File: config.mk
export PLATFORM = sky130hd
export DESIGN_NAME = rr_grant_scheduler_flat
export DESIGN_NICKNAME = d
export VERILOG_FILES = /design/src/rtl/rr_grant_scheduler_pkg.sv /design/src/rtl/rr_grant_scheduler_if.sv /design/src/rtl/rr_grant_scheduler_idx_to_onehot.sv /design/src/rtl/rr_grant_scheduler.sv /design/src/flat_wrapper.sv
export SDC_FILE = /design/constraint.sdc
export NUM_CORES = 1
export LEC_CHECK = 0
export ABC_AREA = 1
export CORE_ASPECT_RATIO = 2
export CORE_MARGIN = 2
export CORE_UTILIZATION = 45
export CTS_CLUSTER_SIZE = 40
export DETAILED_ROUTE_END_ITERATION = 12
export GPL_TIMING_DRIVEN = 1
export PLACE_DENSITY = 0.68
export SLEW_MARGIN = 20
export SYNTH_ARGS = -nofsm -noshare
export SYNTH_HDL_FRONTEND = slang
export SYNTH_SLANG_ARGS = --single-unit
File: constraint.sdc
create_clock -name clk -period 3.4 [get_ports clk]
set_input_delay 0.68 -clock clk [delete_from_list [all_inputs] [get_ports clk]]
set_output_delay 0.68 -clock clk [all_outputs]
set_load 0.03 [all_outputs]
File: src/rtl/rr_grant_scheduler_pkg.sv
// Shared types and sizes for the round-robin grant scheduler.
package rr_grant_scheduler_pkg;

   localparam int N_REQ = 8;
   localparam int IDX_W = 3;

   typedef enum logic {
      IDLE  = 1'b0,
      GRANT = 1'b1
   } state_e;

endpackage

File: src/rtl/rr_grant_scheduler_if.sv
// Requester-side bus of the grant scheduler; release is carried as
// release_in because the bare word is a reserved keyword.
interface rr_grant_scheduler_if;
   import rr_grant_scheduler_pkg::*;

   logic [N_REQ-1:0] req;
   logic             release_in;
   logic [N_REQ-1:0] gnt;
   logic [IDX_W-1:0] gnt_idx;
   logic             gnt_valid;
   logic             timeout;

   modport master (
      output req,
      output release_in,
      input  gnt,
      input  gnt_idx,
      input  gnt_valid,
      input  timeout
   );

   modport slave (
      input  req,
      input  release_in,
      output gnt,
      output gnt_idx,
      output gnt_valid,
      output timeout
   );

endinterface

File: src/rtl/rr_grant_scheduler_idx_to_onehot.sv
// Combinational binary index to one-hot select decode.
module rr_grant_scheduler_idx_to_onehot
   import rr_grant_scheduler_pkg::*;
(
   input  logic [IDX_W-1:0] idx,
   output logic [N_REQ-1:0] onehot
);

   assign onehot = N_REQ'(1) << idx;

endmodule

File: src/rtl/rr_grant_scheduler.sv
// Round-robin arbiter for 8 requesters with bounded hold time and
// rotating priority after every grant.
module rr_grant_scheduler
   import rr_grant_scheduler_pkg::*;
#(
   parameter int MAX_HOLD = 16,
   parameter int CNT_W    = 8
) (
   input logic                 clk,
   input logic                 rst,
   rr_grant_scheduler_if.slave bus
);

   state_e           state_q, state_d;
   logic [IDX_W-1:0] ptr_q, ptr_d;
   logic [IDX_W-1:0] idx_q, idx_d;
   logic [N_REQ-1:0] gnt_q, gnt_d;
   logic [CNT_W-1:0] cnt_q, cnt_d;
   logic             timeout_q, timeout_d;

   logic [2*N_REQ-1:0] req_dbl;
   logic [N_REQ-1:0]   req_rot;
   logic [IDX_W-1:0]   off;
   logic [IDX_W-1:0]   winner;
   logic [N_REQ-1:0]   win_oh;

   // Rotate so bit 0 is the requester at ptr; lowest set bit wins.
   assign req_dbl = {bus.req, bus.req};
   assign req_rot = req_dbl[ptr_q +: N_REQ];

   always_comb begin
      off = '0;
      for (int i = N_REQ - 1; i >= 0; i--) begin
         if (req_rot[i]) off = IDX_W'(i);
      end
      winner = ptr_q + off;
   end

   always_comb begin
      state_d   = state_q;
      ptr_d     = ptr_q;
      idx_d     = idx_q;
      cnt_d     = cnt_q;
      timeout_d = 1'b0;
      case (state_q)
         IDLE: begin
            if (|bus.req) begin
               idx_d   = winner;
               cnt_d   = '0;
               state_d = GRANT;
            end
         end
         GRANT: begin
            if (bus.release_in || !bus.req[idx_q]) begin
               ptr_d   = idx_q + IDX_W'(1);
               state_d = IDLE;
            end else if (cnt_q == CNT_W'(MAX_HOLD - 1)) begin
               ptr_d     = idx_q + IDX_W'(1);
               timeout_d = 1'b1;
               state_d   = IDLE;
            end else begin
               cnt_d = cnt_q + CNT_W'(1);
            end
         end
         default: state_d = IDLE;
      endcase
   end

   rr_grant_scheduler_idx_to_onehot u_dec (
      .idx    (idx_d),
      .onehot (win_oh)
   );

   assign gnt_d = (state_d == GRANT) ? win_oh : '0;

   always_ff @(posedge clk) begin
      if (rst) begin
         state_q   <= IDLE;
         ptr_q     <= '0;
         idx_q     <= '0;
         gnt_q     <= '0;
         cnt_q     <= '0;
         timeout_q <= 1'b0;
      end else begin
         state_q   <= state_d;
         ptr_q     <= ptr_d;
         idx_q     <= idx_d;
         gnt_q     <= gnt_d;
         cnt_q     <= cnt_d;
         timeout_q <= timeout_d;
      end
   end

   assign bus.gnt       = gnt_q;
   assign bus.gnt_idx   = idx_q;
   assign bus.gnt_valid = |gnt_q;
   assign bus.timeout   = timeout_q;

endmodule

File: src/flat_wrapper.sv
// flat-port wrapper written by rule: the top's interface ports become plain ports
module rr_grant_scheduler_flat import rr_grant_scheduler_pkg::*;
#(
   parameter int MAX_HOLD = 16,
   parameter int CNT_W    = 8
)
  (clk, rst, bus_req, bus_release_in, bus_gnt, bus_gnt_idx, bus_gnt_valid, bus_timeout);
  rr_grant_scheduler_if bus_i ();
  input logic clk;
  input logic rst;
  input wire logic [$bits(bus_i.req)-1:0] bus_req;
  input wire logic [$bits(bus_i.release_in)-1:0] bus_release_in;
  output wire logic [$bits(bus_i.gnt)-1:0] bus_gnt;
  output wire logic [$bits(bus_i.gnt_idx)-1:0] bus_gnt_idx;
  output wire logic [$bits(bus_i.gnt_valid)-1:0] bus_gnt_valid;
  output wire logic [$bits(bus_i.timeout)-1:0] bus_timeout;
  assign bus_i.req = bus_req;
  assign bus_i.release_in = bus_release_in;
  assign bus_gnt = bus_i.gnt;
  assign bus_gnt_idx = bus_i.gnt_idx;
  assign bus_gnt_valid = bus_i.gnt_valid;
  assign bus_timeout = bus_i.timeout;
  rr_grant_scheduler #(.MAX_HOLD(MAX_HOLD), .CNT_W(CNT_W)) u_core (.clk(clk), .rst(rst), .bus(bus_i));
endmodule
==> summary.txt, run 1 <==
WHS Path Cells: 1
Synth warnings: 0
postcts setup bufs: 0
Hold Crit Class: reg2reg
count of final hold-check violations: 0
Avg Inst Size Synth: 6.825 um^2
Final setup viols: 0
IR drop worst, VDD: 0.0002884 V
Period Utilization, post-route: 89.79%
wirelength, routed: 4001 um
Synth Area in Simple Gates: 48.46%
remaining antenna violation count: 0
kind of critical path: in2reg
GRT Total Usage: 21.70%
Area contributors post-synth: dfxtp_1 (29%), nand2_1 (17%), nand3_2 (7.8%)
CTS sink count: 24
# DRC: 0
min Tclk post-route: 3053 ps
root buffer cell: clkbuf_8
final core occ: 55.15%
crit-path max FO: 4
global route overflow: 0
post-synth top area share: 28.85%
CP top delay family: adder cells
diode count: 0
core footprint: 3568 um^2
Die Wd: 47.02 um
GPL Wtd Cong: 0.8381
largest stage delay on the critical path: 500 ps
r2r endpoint: u_core.bus.gnt[0]$_SDFF_PP0_
I/O Pins: 24
count of cell types in the netlist: 30
PwrDens: 604.6 nW/um^2
Required @ worst endpoint: 3570 ps
FP Rows: 31
crit path DAT: 3220 ps
leading cell types in the layout, fill and taps excluded: nand2_1 (74), nor2_1 (27), dfxtp_1 (24)
initial DRC count: 24
Post-DP HPWL: 3348 um
Cell Area, Synth: 1665 um^2
antenna violations before repair: 0
cell mode on critical path: nand2_1
pin count of the biggest net entering global routing: 13
first-pass GRT wire length: 6796 um
Startpoint Class: primary input
Worst Hold End: u_core.cnt_q[0]$_SDFFE_PP0P_
Die ar.: 4233 um^2
Post-Syn Instances: 244
Max Cap Viol: 0
Synth Net Count: 259
per-cell routed wire length: 12.66 um
R2R Setup Slk: 560 ps
Vias: 1,605
vias in the first global route: 1,605
filler instances: 389
register cell area after layout: 480.5 um^2
Hold Startpoint: u_core.cnt_q[0]$_SDFFE_PP0P_
worst slew pin tran: 606.1 ps
Longest Clk Path Bufs: 2
Layout area overhead: 18.18%
hold_buf cts: 0
cells along the critical path: clkdlybuf4s50_1 -> nand2_1 -> nand3_2 -> nand3_1 -> nand2_1 -> a31oi_1 -> o21ai_0 -> nand2_1 -> a21boi_0 -> ha_1 -> fa_1 -> inv_1 -> o21ai_0 -> inv_1 -> nand2_1 -> nor2_1
fraction of layout cells with a size suffix above 1: 16.48%
unrepaired setup endpoints after global routing: no
CTS Buf Count: 3
Slew Viols, Final: 0
Final #Nets: 284
Initial Util: 46.67%
Seq/Total Area, Yosys: 28.85%
post-synth top area cell: dfxtp_1
Max Clk Rate: 327.5 MHz
CP bufs+invs: 3
slowest stage cell, crit path: clkdlybuf4s50_1
Critical R2R Launch: u_core.ptr_q[0]$_SDFFE_PP0P_
mux cell area share after synthesis: 0%
synthesized flop and latch total: 24
post-synthesis adder-cell area fraction: 3.456%
Worst slew margin: 59.54%
Clock Skew: 2.694 ps
port bufs: 23
largest family of logic cells by synthesized area: simple AND/OR/NAND/NOR gates
Critical Path Sink Type: flop
status: finished, final reports clean
drt pass-1 iters: 4
post-CTS sizing: 0
total number of H-tree levels: 1
total negative slack: 0 ps
Reg clk slew, reported paths: 80 ps
Compound-Gate Fraction of Synth Area: 8.640%
post-synthesis xor/xnor area fraction: 3.156%
# placed instances: 313
commonest non-fill, non-tap cell in the layout: nand2_1
die height: 90.03 um
hold_ws: 488.5 ps
LEAKAGE: 0.8381 nW
clock latency on the worst-skew pair: 270 ps
CTS tree: done
area of the multi-input gates: 1061 um^2
fin cells: 316
drt via density: 5.079
R2R depth: 16
[flip-flops by register name, summed over array words and instances (netlist names)]
name,flops
u_core.bus.gnt,8
u_core.cnt_q,8
u_core.bus.gnt_idx,3
u_core.ptr_q,3
u_core.bus.timeout,1
u_core.state_q,1
[worst register-to-register path: cells and delay by family (launching register included)]
family / cells / cell delay [ps]
flip-flops: 1 / 640
buffers and inverters: 3 / 250
adder cells (fa/ha/maj): 2 / 680
AND/OR/NAND/NOR: 7 / 610
AO/OA/AOI/OAI: 4 / 570
[metal layers]
metal	up-vias	wire, um	GRT usage [%]
li1	832	-	-
met4	0	146	11.34
met5	-	0	0
met1	739	1348	18.19
met2	23	2442	42.58
met3	11	64	2.410
[synthesized netlist by cell type]
library cell,instances
xnor2_1,3
inv_6,1
nor3b_1,1
nand3b_2,1
nand2_2,13
a21boi_0,1
fa_1,1
nor2_1,27
inv_4,1
dfxtp_1,24
clkbuf_1,1
buf_6,3
o21ai_1,1
nand3_1,20
xor2_1,3
a31oi_1,1
nor2_2,3
nor4_1,3
nand2_1,74
o21ai_0,8
a21oi_1,12
ha_1,3
o211ai_2,2
nand3_2,13
nand3_4,1
nor3_1,2
inv_2,3
nor2_8,1
inv_1,16
nor4_2,1
[stage by stage]
| step | setup slack, ps | cell area (um^2) | total power [W] |
|---|---|---|---|
| floorplan | 826.8 | 1665 | 0.0008578 |
| global placement | 84.89 | 1927 | 0.001039 |
| detailed placement | 34.09 | 1927 | 0.001039 |
| CTS | 308.8 | 1968 | 0.001206 |
| global route | 57.04 | 1968 | 0.001292 |
| finish | 347.0 | 1968 | 0.001190 |
[final cells by class]
class                      count  share of cell area, %
clock buffer                   3                  2.098
inverter                      21                  4.387
multi-input combinational    195                  53.91
timing repair buffer          24                  12.08
tap                           49                  3.115
sequential                    24                  24.41
[cells by family (layout without fill, tap and decap cells)]
logic type | count (synthesis) | after routing
DFF | 24 | 24
buffers and inverters | 25 | 48
adders and majority gates | 4 | 4
xor gates and xnor gates | 6 | 6
and+or+nand+nor | 160 | 160
AOI/OAI and AO/OA | 25 | 25
[worst max path at each step]
stage,from,endpoint,slack [ps],depth (start not counted)
detailed placement,bus_req[0],u_core.bus.gnt[2]$_SDFF_PP0_,30,18
finish,bus_req[0],u_core.bus.gnt[0]$_SDFF_PP0_,350,16
CTS,bus_req[0],u_core.bus.gnt[2]$_SDFF_PP0_,310,18
global route,bus_req[0],u_core.bus.gnt[0]$_SDFF_PP0_,60,16
global placement,bus_req[0],u_core.bus.gnt[2]$_SDFF_PP0_,80,18
floorplan,bus_req[0],u_core.bus.gnt[1]$_SDFF_PP0_,830,15
[power by group]
| part | total [W] | internal, W | switching [W] | leakage [nW] |
|---|---|---|---|---|
| Clock | 0.000163 | 0.0000793 | 0.0000842 | 0.0216 |
| Sequential | 0.000382 | 0.000321 | 0.0000611 | 0.195 |
| Combinational | 0.000644 | 0.000237 | 0.000407 | 0.621 |
| Total | 0.00119 | 0.000638 | 0.000552 | 0.838 |
Note: power is estimated with default switching activity, not from simulation.
==> inputs of run 2 (changes only) <==
Settings changed: GPL_ROUTABILITY_DRIVEN from default to 0, SLEW_MARGIN 20 to 30, TNS_END_PERCENT from default to 1.
==> results of run 2 <==
No change in the layout: final DEF, timing and power equal those of run 1.
==> inputs of run 3 (changes only) <==
Settings changed: RECOVER_POWER from default to 50.
==> run 3 against run 2 <==
  * Combinational power decreased by 3.1%
  * Highest routed layer unchanged
  * Register-to-register slack is essentially flat
  * Critical path depth increased by 2
  * Design area fell by 1.6%
  * Flip-flop and latch count stayed put
  * Die area unchanged
  * Clock-buffer cell count is the same
  * Worst setup slack worse by 8.7 ps
  * Cell count did not move
  * Sequential share of layout area grew 0.39 points
==> summary.txt, run 3 (synthesized netlist as in run 1, its figures left out) <==
status: finished, final reports clean
Final WS setup: 338.3 ps
worst slew pin tran: 606.9 ps
count of final hold-check violations: 0
Final setup viols: 0
crit path DAT: 3260 ps
GRT Total Usage: 21.70%
die height: 90.03 um
LEAKAGE: 0.8600 nW
final core occ: 54.28%
crit-path max FO: 4
kind of critical path: in2reg
Max Clk Rate: 326.6 MHz
Hold Startpoint: u_core.cnt_q[4]$_SDFFE_PP0P_
Slew Viols, Final: 0
Worst slew margin: 59.49%
commonest non-fill, non-tap cell in the layout: nand2_1
hold_ws: 490.8 ps
Final #Nets: 284
Die ar.: 4233 um^2
diode count: 0
leading cell types in the layout, fill and taps excluded: nand2_1 (75), nor2_1 (28), dfxtp_1 (24)
Max Cap Viol: 0
drt via density: 5.101
drt pass-1 iters: 4
Vias: 1,612
filler instances: 394
port bufs: 23
CTS sink count: 24
total negative slack: 0 ps
pin count of the biggest net entering global routing: 13
root buffer cell: clkbuf_8
Layout area overhead: 16.30%
slowest stage cell, crit path: clkdlybuf4s50_1
initial DRC count: 23
core footprint: 3568 um^2
total number of H-tree levels: 1
remaining antenna violation count: 0
unrepaired setup endpoints after global routing: no
Clock Skew: 4.595 ps
hold_buf cts: 0
antenna violations before repair: 0
fraction of layout cells with a size suffix above 1: 14.98%
global route overflow: 0
CP bufs+invs: 2
R2R Setup Slk: 550 ps
largest stage delay on the critical path: 500 ps
Placement Setup Slack: 34.09 ps
Period Utilization, post-route: 90.05%
PwrDens: 604.3 nW/um^2
vias in the first global route: 1,605
Hold Crit Class: reg2reg
cell mode on critical path: nand2_1
cells along the critical path: clkdlybuf4s50_1 -> nand2_1 -> nand3_2 -> nand3_1 -> nand2_1 -> a31oi_1 -> o21ai_0 -> nand2_1 -> a21boi_0 -> ha_1 -> fa_1 -> xnor2_1 -> inv_1 -> nand2_1 -> nand3_2 -> nand2_2 -> nand2_2 -> nor2_1
CTS tree: done
Critical Path Sink Type: flop
Longest Clk Path Bufs: 2
Power, Total: 0.001170 W
Required @ worst endpoint: 3600 ps
IR drop worst, VDD: 0.0002903 V
post-CTS sizing: 0
Startpoint Class: primary input
I/O Pins: 24
Post-DP HPWL: 3348 um
min Tclk post-route: 3062 ps
crit path from: bus_req[0]
Critical R2R Launch: u_core.ptr_q[0]$_SDFFE_PP0P_
wirelength, routed: 4007 um
postcts setup bufs: 0
clock latency on the worst-skew pair: 270 ps
Die Wd: 47.02 um
per-cell routed wire length: 12.68 um
CP top delay family: simple AND/OR/NAND/NOR gates
FP Rows: 31
first-pass GRT wire length: 6796 um
Reg clk slew, reported paths: 70 ps
# DRC: 0
CTS Buf Count: 3
Initial Util: 46.67%
run 3: power by group:
group | internal (W) | switching, W | leakage [nW]
clock network | 0.0000793 | 0.0000856 | 0.0216
registers | 0.000321 | 0.0000600 | 0.195
logic | 0.000224 | 0.000400 | 0.643
total | 0.000625 | 0.000546 | 0.860
run 3: final timing paths:
| kind | depth (start not counted) | to |
|---|---|---|
| worst min register to register | 2 | u_core.cnt_q[4]$_SDFFE_PP0P_ |
| worst max-delay path | 18 | u_core.bus.gnt[3]$_SDFF_PP0_ |
| worst max register to register | 18 | u_core.bus.gnt[3]$_SDFF_PP0_ |
| worst min-delay path | 2 | u_core.cnt_q[4]$_SDFFE_PP0P_ |
run 3: layout make-up:
cell class	count	area (um^2)	area share, %
clock buffer	3	41.29	2.132
inverter	21	86.33	4.457
multi-input combinational	195	1030	53.17
sequential	24	480.5	24.81
tap	49	61.31	3.165
timing repair buffer	24	237.7	12.27
run 3: metal layers:
layer | GRT usage [%] | part of all wire (%) | wire length [um]
met1 | 18.19 | 34 | 1345
met2 | 42.58 | 61 | 2447
met3 | 2.410 | 1.7 | 69
met4 | 11.34 | 3.6 | 145
met5 | 0 | 0 | 0
run 3: worst register-to-register path, stage by stage (launching register included):
cell and delay [ps]:
dfxtp_1 640, inv_6 110, nand2_2 120, nand3_2 80, nand3_1 120, nand2_1 80
a31oi_1 140, o21ai_0 90, nand2_1 60, a21boi_0 80, ha_1 200, fa_1 390
xnor2_1 180, inv_1 60, nand2_1 70, nand3_2 90, nand2_2 100, nand2_2 70
nor2_1 110
run 3: stage by stage:
step | std cells | cell area, um^2
after floorplan | 244 | 1665
after global placement | 313 | 1927
after detailed placement | 313 | 1927
after CTS | 316 | 1968
after global routing | 316 | 1937
final | 316 | 1937
